`config.mk`:
```
export PLATFORM = sky130hd
export DESIGN_NAME = uart_boot_loader_param
export DESIGN_NICKNAME = d
export VERILOG_FILES = /design/src/rtl/boot_pkg.sv /design/src/rtl/boot_word_pack.sv /design/src/rtl/uart_boot_loader_param.sv
export SDC_FILE = /design/constraint.sdc
export NUM_CORES = 1
export LEC_CHECK = 0
export ABC_AREA = 1
export CAP_MARGIN = 15
export CELL_PAD_IN_SITES_DETAIL_PLACEMENT = 0
export CELL_PAD_IN_SITES_GLOBAL_PLACEMENT = 1
export CORE_ASPECT_RATIO = 2
export CORE_MARGIN = 4
export CORE_UTILIZATION = 43
export DETAILED_ROUTE_END_ITERATION = 6
export PLACE_DENSITY_LB_ADDON = 0.1
export SYNTH_ARGS = -nofsm -noshare
export SYNTH_HDL_FRONTEND = slang
export SYNTH_SLANG_ARGS = --single-unit
```
`constraint.sdc`:
```
create_clock -name clk -period 5.3 [get_ports clk]
set_input_delay 0.795 -clock clk [delete_from_list [all_inputs] [get_ports clk]]
set_output_delay 0.795 -clock clk [all_outputs]
set_load 0.05 [all_outputs]
```
`src/rtl/boot_pkg.sv`:
```
// Shared types and constants for the parametrised UART boot loader.
// The optional checksum stage is enabled with the BOOT_CHECKSUM_EN macro.
package boot_pkg;

    typedef enum logic [2:0] {
        IDLE    = 3'd0,
        CNT_LO  = 3'd1,
        CNT_HI  = 3'd2,
        DATA    = 3'd3,
        CSUM    = 3'd4,
        RESP    = 3'd5,
        WAIT_TX = 3'd6,
        RUN     = 3'd7
    } boot_state_e;

    localparam logic [7:0] ACK_BYTE = 8'h06;
    localparam logic [7:0] NAK_BYTE = 8'h15;

    function automatic int unsigned bytes_per_word(input int unsigned data_w);
        return data_w / 32'd8;
    endfunction

endpackage

```
`src/rtl/boot_word_pack.sv`:
```
// Assembles little-endian payload bytes into DATA_W-bit words and raises a
// one-cycle strobe with the finished word the clock after its last byte.
module boot_word_pack
    import boot_pkg::*;
#(
    parameter int unsigned DATA_W = 32
) (
    input  logic              clk,
    input  logic              reset,
    input  logic              clr_i,
    input  logic              byte_valid_i,
    input  logic [7:0]        byte_i,
    output logic              last_byte_o,
    output logic              word_done_o,
    output logic [DATA_W-1:0] word_o
);

    localparam int unsigned BPW      = bytes_per_word(DATA_W);
    localparam int unsigned IDX_W    = (BPW > 1) ? $clog2(BPW) : 1;
    localparam logic [IDX_W-1:0] LAST_IDX = IDX_W'(BPW - 1);

    logic [IDX_W-1:0]  byte_idx_q, byte_idx_d;
    logic [DATA_W-1:0] asm_q, asm_d;
    logic [DATA_W-1:0] word_q, word_d;
    logic              done_q, done_d;
    logic [DATA_W-1:0] merged_s;

    assign last_byte_o = (byte_idx_q == LAST_IDX);
    assign word_done_o = done_q;
    assign word_o      = word_q;

    // Byte placement and word hand-off.
    always_comb begin
        byte_idx_d = byte_idx_q;
        asm_d      = asm_q;
        word_d     = word_q;
        done_d     = 1'b0;
        merged_s   = asm_q;
        for (int b = 0; b < BPW; b++) begin
            if (byte_idx_q == IDX_W'(b)) begin
                merged_s[8*b +: 8] = byte_i;
            end else begin
                merged_s[8*b +: 8] = asm_q[8*b +: 8];
            end
        end
        if (clr_i) begin
            byte_idx_d = '0;
            asm_d      = '0;
        end else if (byte_valid_i) begin
            if (last_byte_o) begin
                byte_idx_d = '0;
                asm_d      = '0;
                word_d     = merged_s;
                done_d     = 1'b1;
            end else begin
                byte_idx_d = byte_idx_q + IDX_W'(1);
                asm_d      = merged_s;
            end
        end else begin
            byte_idx_d = byte_idx_q;
        end
    end

    // Assembly state registers.
    always_ff @(posedge clk or posedge reset) begin
        if (reset) begin
            byte_idx_q <= '0;
            asm_q      <= '0;
            word_q     <= '0;
            done_q     <= 1'b0;
        end else begin
            byte_idx_q <= byte_idx_d;
            asm_q      <= asm_d;
            word_q     <= word_d;
            done_q     <= done_d;
        end
    end

endmodule

```
`src/rtl/uart_boot_loader_param.sv`:
```
// Framed UART program loader: stalls the core, writes N words, answers ACK/NAK.
// Define BOOT_CHECKSUM_EN to require a trailing mod-256 payload checksum byte.
module uart_boot_loader_param
    import boot_pkg::*;
#(
    parameter int unsigned DATA_W      = 32,
    parameter int unsigned ADDR_W      = 8,
    parameter logic [31:0] TIMEOUT_CYC = 32'd5_000_000,
    parameter logic [7:0]  SYNC_BYTE   = 8'hA5
) (
    input  logic              clk,
    input  logic              reset,
    input  logic [7:0]        rx_data,
    input  logic              rx_valid,
    input  logic              tx_busy,
    output logic [7:0]        tx_data,
    output logic              tx_start,
    output logic              mem_we,
    output logic [ADDR_W-1:0] mem_addr,
    output logic [DATA_W-1:0] mem_wdata,
    output logic              stall_pro,
    output logic              load_done,
    output logic              load_err
);

    localparam logic [32:0] DEPTH = 33'd1 << ADDR_W;

    boot_state_e       state_q, state_d;
    logic [7:0]        cnt_lo_q, cnt_lo_d;
    logic [15:0]       count_q, count_d;
    logic [15:0]       word_cnt_q, word_cnt_d;
    logic [ADDR_W-1:0] addr_q, addr_d;
    logic [31:0]       timer_q, timer_d;
    logic              nak_q, nak_d;
    logic              seen_busy_q, seen_busy_d;
    logic              tx_start_q, tx_start_d;
    logic [7:0]        tx_data_q, tx_data_d;
    logic              stall_q, stall_d;
    logic              done_q, done_d;
    logic              err_q, err_d;
`ifdef BOOT_CHECKSUM_EN
    logic [7:0]        csum_q, csum_d;
`endif

    logic        sync_s;
    logic        active_s;
    logic        timeout_s;
    logic        pack_clr_s;
    logic        pack_valid_s;
    logic        last_byte_s;
    logic [15:0] count_s;

    assign sync_s       = rx_valid && (rx_data == SYNC_BYTE);
    assign active_s     = (state_q == CNT_LO) || (state_q == CNT_HI) ||
                          (state_q == DATA)   || (state_q == CSUM);
    assign timeout_s    = active_s && !rx_valid &&
                          (({1'b0, timer_q} + 33'd1) >= {1'b0, TIMEOUT_CYC});
    assign pack_clr_s   = sync_s && ((state_q == IDLE) || (state_q == RUN));
    assign pack_valid_s = rx_valid && (state_q == DATA);
    assign count_s      = {rx_data, cnt_lo_q};

    boot_word_pack #(
        .DATA_W (DATA_W)
    ) u_pack (
        .clk          (clk),
        .reset        (reset),
        .clr_i        (pack_clr_s),
        .byte_valid_i (pack_valid_s),
        .byte_i       (rx_data),
        .last_byte_o  (last_byte_s),
        .word_done_o  (mem_we),
        .word_o       (mem_wdata)
    );

    assign mem_addr  = addr_q;
    assign tx_data   = tx_data_q;
    assign tx_start  = tx_start_q;
    assign stall_pro = stall_q;
    assign load_done = done_q;
    assign load_err  = err_q;

    // Frame sequencing, response generation and inactivity timer.
    always_comb begin
        state_d     = state_q;
        cnt_lo_d    = cnt_lo_q;
        count_d     = count_q;
        word_cnt_d  = word_cnt_q;
        addr_d      = addr_q;
        nak_d       = nak_q;
        seen_busy_d = seen_busy_q;
        tx_start_d  = 1'b0;
        tx_data_d   = tx_data_q;
        done_d      = done_q;
        err_d       = err_q;
`ifdef BOOT_CHECKSUM_EN
        csum_d      = csum_q;
`endif
        if (active_s && !rx_valid) begin
            timer_d = timer_q + 32'd1;
        end else begin
            timer_d = 32'd0;
        end

        case (state_q)
            IDLE, RUN: begin
                if (sync_s) begin
                    state_d = CNT_LO;
                    nak_d   = 1'b0;
                    done_d  = 1'b0;
                    err_d   = 1'b0;
`ifdef BOOT_CHECKSUM_EN
                    csum_d  = 8'd0;
`endif
                end else begin
                    state_d = state_q;
                end
            end
            CNT_LO: begin
                if (rx_valid) begin
                    cnt_lo_d = rx_data;
                    state_d  = CNT_HI;
                end else if (timeout_s) begin
                    nak_d   = 1'b1;
                    state_d = RESP;
                end else begin
                    state_d = CNT_LO;
                end
            end
            CNT_HI: begin
                if (rx_valid) begin
                    count_d    = count_s;
                    word_cnt_d = 16'd0;
                    if ({17'd0, count_s} > DEPTH) begin
                        nak_d   = 1'b1;
                        state_d = RESP;
                    end else if (count_s == 16'd0) begin
`ifdef BOOT_CHECKSUM_EN
                        state_d = CSUM;
`else
                        state_d = RESP;
`endif
                    end else begin
                        state_d = DATA;
                    end
                end else if (timeout_s) begin
                    nak_d   = 1'b1;
                    state_d = RESP;
                end else begin
                    state_d = CNT_HI;
                end
            end
            DATA: begin
                if (rx_valid) begin
`ifdef BOOT_CHECKSUM_EN
                    csum_d = csum_q + rx_data;
`endif
                    if (last_byte_s) begin
                        addr_d     = ADDR_W'(word_cnt_q);
                        word_cnt_d = word_cnt_q + 16'd1;
                        if (word_cnt_q == (count_q - 16'd1)) begin
`ifdef BOOT_CHECKSUM_EN
                            state_d = CSUM;
`else
                            state_d = RESP;
`endif
                        end else begin
                            state_d = DATA;
                        end
                    end else begin
                        state_d = DATA;
                    end
                end else if (timeout_s) begin
                    nak_d   = 1'b1;
                    state_d = RESP;
                end else begin
                    state_d = DATA;
                end
            end
`ifdef BOOT_CHECKSUM_EN
            CSUM: begin
                if (rx_valid) begin
                    nak_d   = (rx_data != csum_q);
                    state_d = RESP;
                end else if (timeout_s) begin
                    nak_d   = 1'b1;
                    state_d = RESP;
                end else begin
                    state_d = CSUM;
                end
            end
`endif
            RESP: begin
                if (!tx_busy) begin
                    tx_start_d  = 1'b1;
                    tx_data_d   = nak_q ? NAK_BYTE : ACK_BYTE;
                    seen_busy_d = 1'b0;
                    state_d     = WAIT_TX;
                end else begin
                    state_d = RESP;
                end
            end
            WAIT_TX: begin
                // The transmitter must be seen busy first so the finish is not
                // mistaken for the idle gap before it accepts the request.
                if (tx_busy) begin
                    seen_busy_d = 1'b1;
                end else if (seen_busy_q) begin
                    if (nak_q) begin
                        err_d   = 1'b1;
                        state_d = IDLE;
                    end else begin
                        done_d  = 1'b1;
                        state_d = RUN;
                    end
                end else begin
                    state_d = WAIT_TX;
                end
            end
            default: begin
                state_d = IDLE;
            end
        endcase

        stall_d = (state_d != RUN);
    end

    // Control and output registers.
    always_ff @(posedge clk or posedge reset) begin
        if (reset) begin
            state_q     <= IDLE;
            cnt_lo_q    <= 8'd0;
            count_q     <= 16'd0;
            word_cnt_q  <= 16'd0;
            addr_q      <= '0;
            timer_q     <= 32'd0;
            nak_q       <= 1'b0;
            seen_busy_q <= 1'b0;
            tx_start_q  <= 1'b0;
            tx_data_q   <= 8'd0;
            stall_q     <= 1'b1;
            done_q      <= 1'b0;
            err_q       <= 1'b0;
        end else begin
            state_q     <= state_d;
            cnt_lo_q    <= cnt_lo_d;
            count_q     <= count_d;
            word_cnt_q  <= word_cnt_d;
            addr_q      <= addr_d;
            timer_q     <= timer_d;
            nak_q       <= nak_d;
            seen_busy_q <= seen_busy_d;
            tx_start_q  <= tx_start_d;
            tx_data_q   <= tx_data_d;
            stall_q     <= stall_d;
            done_q      <= done_d;
            err_q       <= err_d;
        end
    end

`ifdef BOOT_CHECKSUM_EN
    // Payload checksum accumulator.
    always_ff @(posedge clk or posedge reset) begin
        if (reset) begin
            csum_q <= 8'd0;
        end else begin
            csum_q <= csum_d;
        end
    end
`endif

endmodule

```
==> results.toml <==
[clock_network]
holdBufCountCts = 0
insertion_delay_ps = 430
clk_pin_slew_worst_paths_ps = 60
clock_sinks = 151
cts_resized = 0
clockBufferDepth = 2
cts-root-buf = "clkbuf_16"
cts_max_level = 4
tritoncts = "yes"
post_cts_buffers = 0
cts_buffers = 17

[yosys]
ys_seq_area_frac = 0.474
ys_ff_latch = 151
ys_types = 41
synth.area.top_cells = "dfrtp_1 (47%), nand2_1 (13%), o21ai_0 (8.3%)"
synth.top_cell.area_share = 0.470
avgSynthCellArea_um2 = 7.55
synth_edf_count = 0
ys_async_sr_fraction = 1.00
syn_inst = 1057
synth_ff_type = "dfrtp_1"
ys_warn_count = 0
syn_area_mm2 = 0.00798
yosysTopAreaCell = "dfrtp_1"

[cells_and_area]
layout-drive-gt1-share = 0.0739
utilization = 0.513
diodes = 0
syn2layout_area_growth_pct = 17.6
finish.net_count = 1130
finalNonFillerCells = 1339
fill_cells = 1843

[grt]
use_met2 = 0.450
grt_pass1_wl_mm = 37.3
grt_start_max_net_pins = 90
grt_pass1_vias = 7262
top_usage_layer = "met2"
track_usage = 0.227
antenna_found_initial = 0
use_met3 = 0.0309
overflow = 0
grt_use_met1 = 0.224

[critical_path]
cp_max_fo = 41
worstSetupPathType = "in2reg"
cp-start-kind = "input port"
required_ps = 5610
worstPathArrival_ps = 3510
crit_path_end_kind = "register"

[floorplanning]
num_rows = 70
pin_count = 65
coreArea_mm2 = 0.0183
start_util = 0.436
die_y_um = 201
die_x_um = 104
dieArea_mm2 = 0.0209

[hold_path]
hp-class = "reg2reg"

[detailed_routing]
wire_per_inst_um = 16.9
drt_iter0_drc = 293
ant_nets = 0
drc_errors = 0
via_per_inst = 5.15
routed_wl_mm = 22.7
vias = 6900
firstDrtPassIters = 5

[sta]
worstMarginPinSlew_ps = 1110
min_period_over_period = 0.604
hold_viol_final = 0
post-route-min-period_ps = 3200
clock_skew_ps = 9.64
slew_headroom = 0.258
timing.fmax_ghz = 0.312
rsz0062_at_grt = "false"
setup_violations = 0
finalSetupTns_ps = 0
drv_slew = 0

[place]
place_inst = 1306
hpwlAfterDp_mm = 17.5
io_buffers = 60
place.gp.congestion = 0.906

[power]
power_mw = 4.88
cellPowerDensity_mw_per_mm2 = 520
p_leak_nw = 4.21
ir_drop_uv = 314

[status]
outcome = "complete, no violations"

[flow_run]
maxCapViolations = 0
state kept, by name (all words and copies together) (netlist names):
signal              cells
timer_q                32
u_pack.word_o          32
u_pack.asm_q           24
count_q                16
word_cnt_q             16
cnt_lo_q                8
mem_addr                8
state_q                 3
tx_data                 3
u_pack.byte_idx_q       2
load_done               1
load_err                1
nak_q                   1
seen_busy_q             1
stall_pro               1
tx_start                1
u_pack.word_done_o      1
final timing paths:
check	from	end	slack (ps)	depth (start not counted)
worst min register to register	tx_data[2]	tx_data[2]	470	1
worst min-delay path	tx_data[2]	tx_data[2]	470	1
worst max register to register	state_q[2]	word_cnt_q[15]	2450	14
worst max-delay path	rx_valid	word_cnt_q[15]	2100	12
max in group asynchronous	reset	mem_addr[7]	3410	3
min in group asynchronous	reset	timer_q[22]	900	2
through the flow:
stage | hold WS (ps) | worst slack, ps | instance area, um^2
floorplan | 453 | 442 | 7990
global placement | 452 | 1780 | 8750
detailed placement | 471 | 1660 | 8750
CTS | 483 | 2110 | 9370
global route | 495 | 1720 | 9390
finish | 472 | 2100 | 9390
power breakdown:
part / leakage [nW] / internal [mW] / switching, mW
Combinational: 1.91 / 0.611 / 1.30
Sequential: 2.01 / 1.46 / 0.244
Clock: 0.293 / 0.780 / 0.488
synthesized netlist by cell type (all sizes together) (2+ instances only):
cell type / instances
xnor2: 9
o21ai: 133
dfrtp: 150
xor2: 13
ha: 8
a21oi: 23
clkbuf: 24
nor2: 144
nor3: 12
nand3b: 3
a31oi: 2
or2: 2
and2: 2
inv: 109
nand3: 79
nor3b: 2
buf: 9
nand4: 15
nand2: 298
nor4: 5
o31ai: 2
o21bai: 4
layer usage:
layer  wire length, um  up-vias  share of wire
met5                 0        -              0
li1                  -     3488              -
met2             13300      115           0.59
met4               974        0          0.043
met3               431       54          0.019
met1              8000     3243           0.35
kinds of logic after synthesis:
kind of cell             count (synthesis)  share of synthesized area
flip-flops                             151                      0.474
AND/OR/NAND/NOR                        563                      0.308
buffers and inverters                  143                     0.0699
adder cells (fa/ha/maj)                  8                     0.0125
XOR/XNOR                                23                     0.0270
AO/OA/AOI/OAI                          168                      0.109
other                                    1                   0.000470
worst max-delay path, stage by stage:
cell,delay (ps)
clkdlybuf4s50_1,720
nand2_2,480
inv_2,330
nor2_1,100
nor2_1,140
nand2_1,80
inv_1,110
nand4_2,150
nor4_2,250
nand2_1,110
o21ai_0,190
a21oi_1,60
area by class of cell:
cell class	instances	area, um^2	share of cell area
multi-input combinational	766	3660	0.390
timing repair buffer	64	643	0.0685
clock buffer	22	474	0.0505
inverter	110	418	0.0445
clock inverter	10	144	0.0153
tap	216	270	0.0288
sequential	151	3780	0.403
placed cells by master (no fill, tap or decap), drive strengths merged, types with 5 or more instances in the layout:
| master | instances |
|---|---|
| ha | 8 |
| inv | 110 |
| o21ai | 133 |
| xor2 | 13 |
| nor3 | 12 |
| clkdlybuf4s50 | 60 |
| clkbuf | 22 |
| xnor2 | 9 |
| nand2 | 298 |
| nand4 | 15 |
| a21oi | 23 |
| dfrtp | 150 |
| nor2 | 144 |
| nor4 | 5 |
| nand3 | 79 |
No activity file was read; power rests on OpenSTA's default activity.
==> variant, RTL diff (config.mk and constraints unchanged) <==
Add a define of `BOOT_CHECKSUM_EN`.
--- a/src/rtl/uart_boot_loader_param.sv
+++ b/src/rtl/uart_boot_loader_param.sv
@@ -1,5 +1,7 @@
 // Framed UART program loader: stalls the core, writes N words, answers ACK/NAK.
 // Define BOOT_CHECKSUM_EN to require a trailing mod-256 payload checksum byte.
+`define BOOT_CHECKSUM_EN
+
 module uart_boot_loader_param
     import boot_pkg::*;
 #(
Function: changed (a bounded check fails within 10 cycles, from zero or initial values and one cycle with reset high).
==> variant against the unedited design <==
Synthesized area up 6.9%. Power rose by 15%. Utilization increased by 0.30 points. Routed wire length up 3.9%. Worst setup slack gained 0.32 ns. Sequential cell count up 8. Final area increased by 6.9%. Clock skew decreased by 0.0020 ns. Critical endpoint is now u_pack.asm_q[22].
==> variant: results <==
[yosys]
synth-seq-area-share_pct = 46.7
async_reset_ff_share_pct = 100
ys_top_cells_by_count = "nand2_1, dfrtp_1, inv_1"
synthTopCellsByArea = "dfrtp_1, nand2_1, inv_1"
yosysUniqueCellTypes = 41
yosysWarnings = 0

[sta]
worstMarginPinSlew_ns = 1.03
fin_skew_ns = 0.00767

[clocking]
clock_latency_ns = 0.43
clkTransAtPathRegs_ns = 0.06
cts_made_buffers = 17
clock-root-buffer = "clkbuf_16"
clock_path_buffers = 2
cts-resized-gates = 0
h-tree-depth = 4
post_cts_buffers = 0

[route]
vias = 7206
drtIter0Drc = 296
wl_per_cell_um = 16.3
drtPass1Iterations = 4

[grt]
grt_max_degree = 112
grt_pass1_vias = 7495
grt_pass1_wl_mm = 38.7
grt.overflow.total = 0
grt.total_usage_pct = 22.3
antenna_found_initial = 0

[placed_design]
gp_congestion = 0.877
portBuffers = 60
hpwl_mm = 17.8

[final_layout]
fin_nets = 1199
drive_gt1_share_pct = 5.75
n_antenna_cell = 0

[critical_path]
critPathLaunch = "rx_data[0]"
crit_end = "u_pack.asm_q[22]"
r2r_setup_slack_ns = 2.46
timing.rr.start = "timer_q[0]"
worstRegToRegCells = 19
crit_arrival_ns = 3.13
worstPathMaxFanout = 34
r2r_end = "stall_pro"

[job]
max_cap_viol_count = 0

[min_path]
worstHoldPathCells = 1
worst_hold_path_type = "reg -> reg"

[power]
ir_worst_vdd_uv = 372
leakagePower_nw = 4.64

[status]
outcome = "finished clean"
[variant: cell count changes after synthesis, sizes merged, moves of 7 or more]
cell / before / now
inv: 109 / 156
nand3: 79 / 45
o22ai: 1 / 30
o21ai: 133 / 116
xnor2: 9 / 20
dfrtp: 150 / 158
ha: 8 / 15
nand3b: 3 / 10
[variant: metrics by stage]
stage	hold WS [ns]	setup WS, ns	std cells	area, µm²	total power [W]
6_report	0.471	2.42	1442	10000	0.00562
5_1_grt	0.504	2.13	1442	10000	0.00604
4_1_cts	0.479	2.21	1441	10000	0.00568
3_5_place_dp	0.464	1.78	1410	9370	0.00429
3_3_place_gp	0.454	1.80	1410	9370	0.00427
2_1_floorplan	0.453	0.215	1121	8540	0.00358
[variant: worst min-delay path by stage]
| stage | start | to | slack (ns) |
|---|---|---|---|
| floorplan | cnt_lo_q[0] | count_q[0] | 0.45 |
| global placement | tx_data[2] | tx_data[2] | 0.45 |
| detailed placement | tx_data[2] | tx_data[2] | 0.46 |
| CTS | tx_data[2] | tx_data[2] | 0.48 |
| global route | tx_data[1] | tx_data[1] | 0.50 |
| finish | tx_data[2] | tx_data[2] | 0.47 |
[variant: kinds of logic (layout without fill, tap and decap cells)]
group	after synthesis	in the layout	share of synthesized area [%]
adders and majority gates	16	16	2.43
xor gates and xnor gates	37	37	3.80
buffers and inverters	188	250	8.57
other	1	4	0.0440
and+or+nand+nor	543	543	27.5
DFF	159	159	46.7
AOI/OAI and AO/OA	174	174	11.0
[variant: critical path: stages]
cell and delay, ns:
clkdlybuf4s50_1 0.70, inv_1 0.29, nor2_1 0.15, nand4_1 0.19, o21ai_4 0.82, o22ai_1 0.16
[variant: area by class of cell]
| type | instances | area, µm² |
|---|---|---|
| repair buffers | 63 | 648 |
| inverters | 156 | 591 |
| fillers | 2000 | 9420 |
| clock inverters | 12 | 208 |
| multi-input cells | 774 | 3840 |
| clock buffers | 19 | 443 |
| flip-flops and latches | 159 | 3980 |
| well taps | 259 | 324 |
[variant: routing by layer]
layer	up-vias	wire, µm	global-route usage, %	share of wire [%]
li1	3663	-	-	-
met1	3392	8620	23.4	37
met2	103	13500	42.5	57
met3	48	498	3.21	2.1
met4	0	937	10.1	4.0
met5	-	0	0	0
[variant: report_power, final]
part | internal, W | switching [W] | total (W)
registers | 0.00162 | 0.000305 | 0.00193
logic | 0.000776 | 0.00155 | 0.00233
clock network | 0.000852 | 0.000516 | 0.00137
total | 0.00325 | 0.00237 | 0.00562
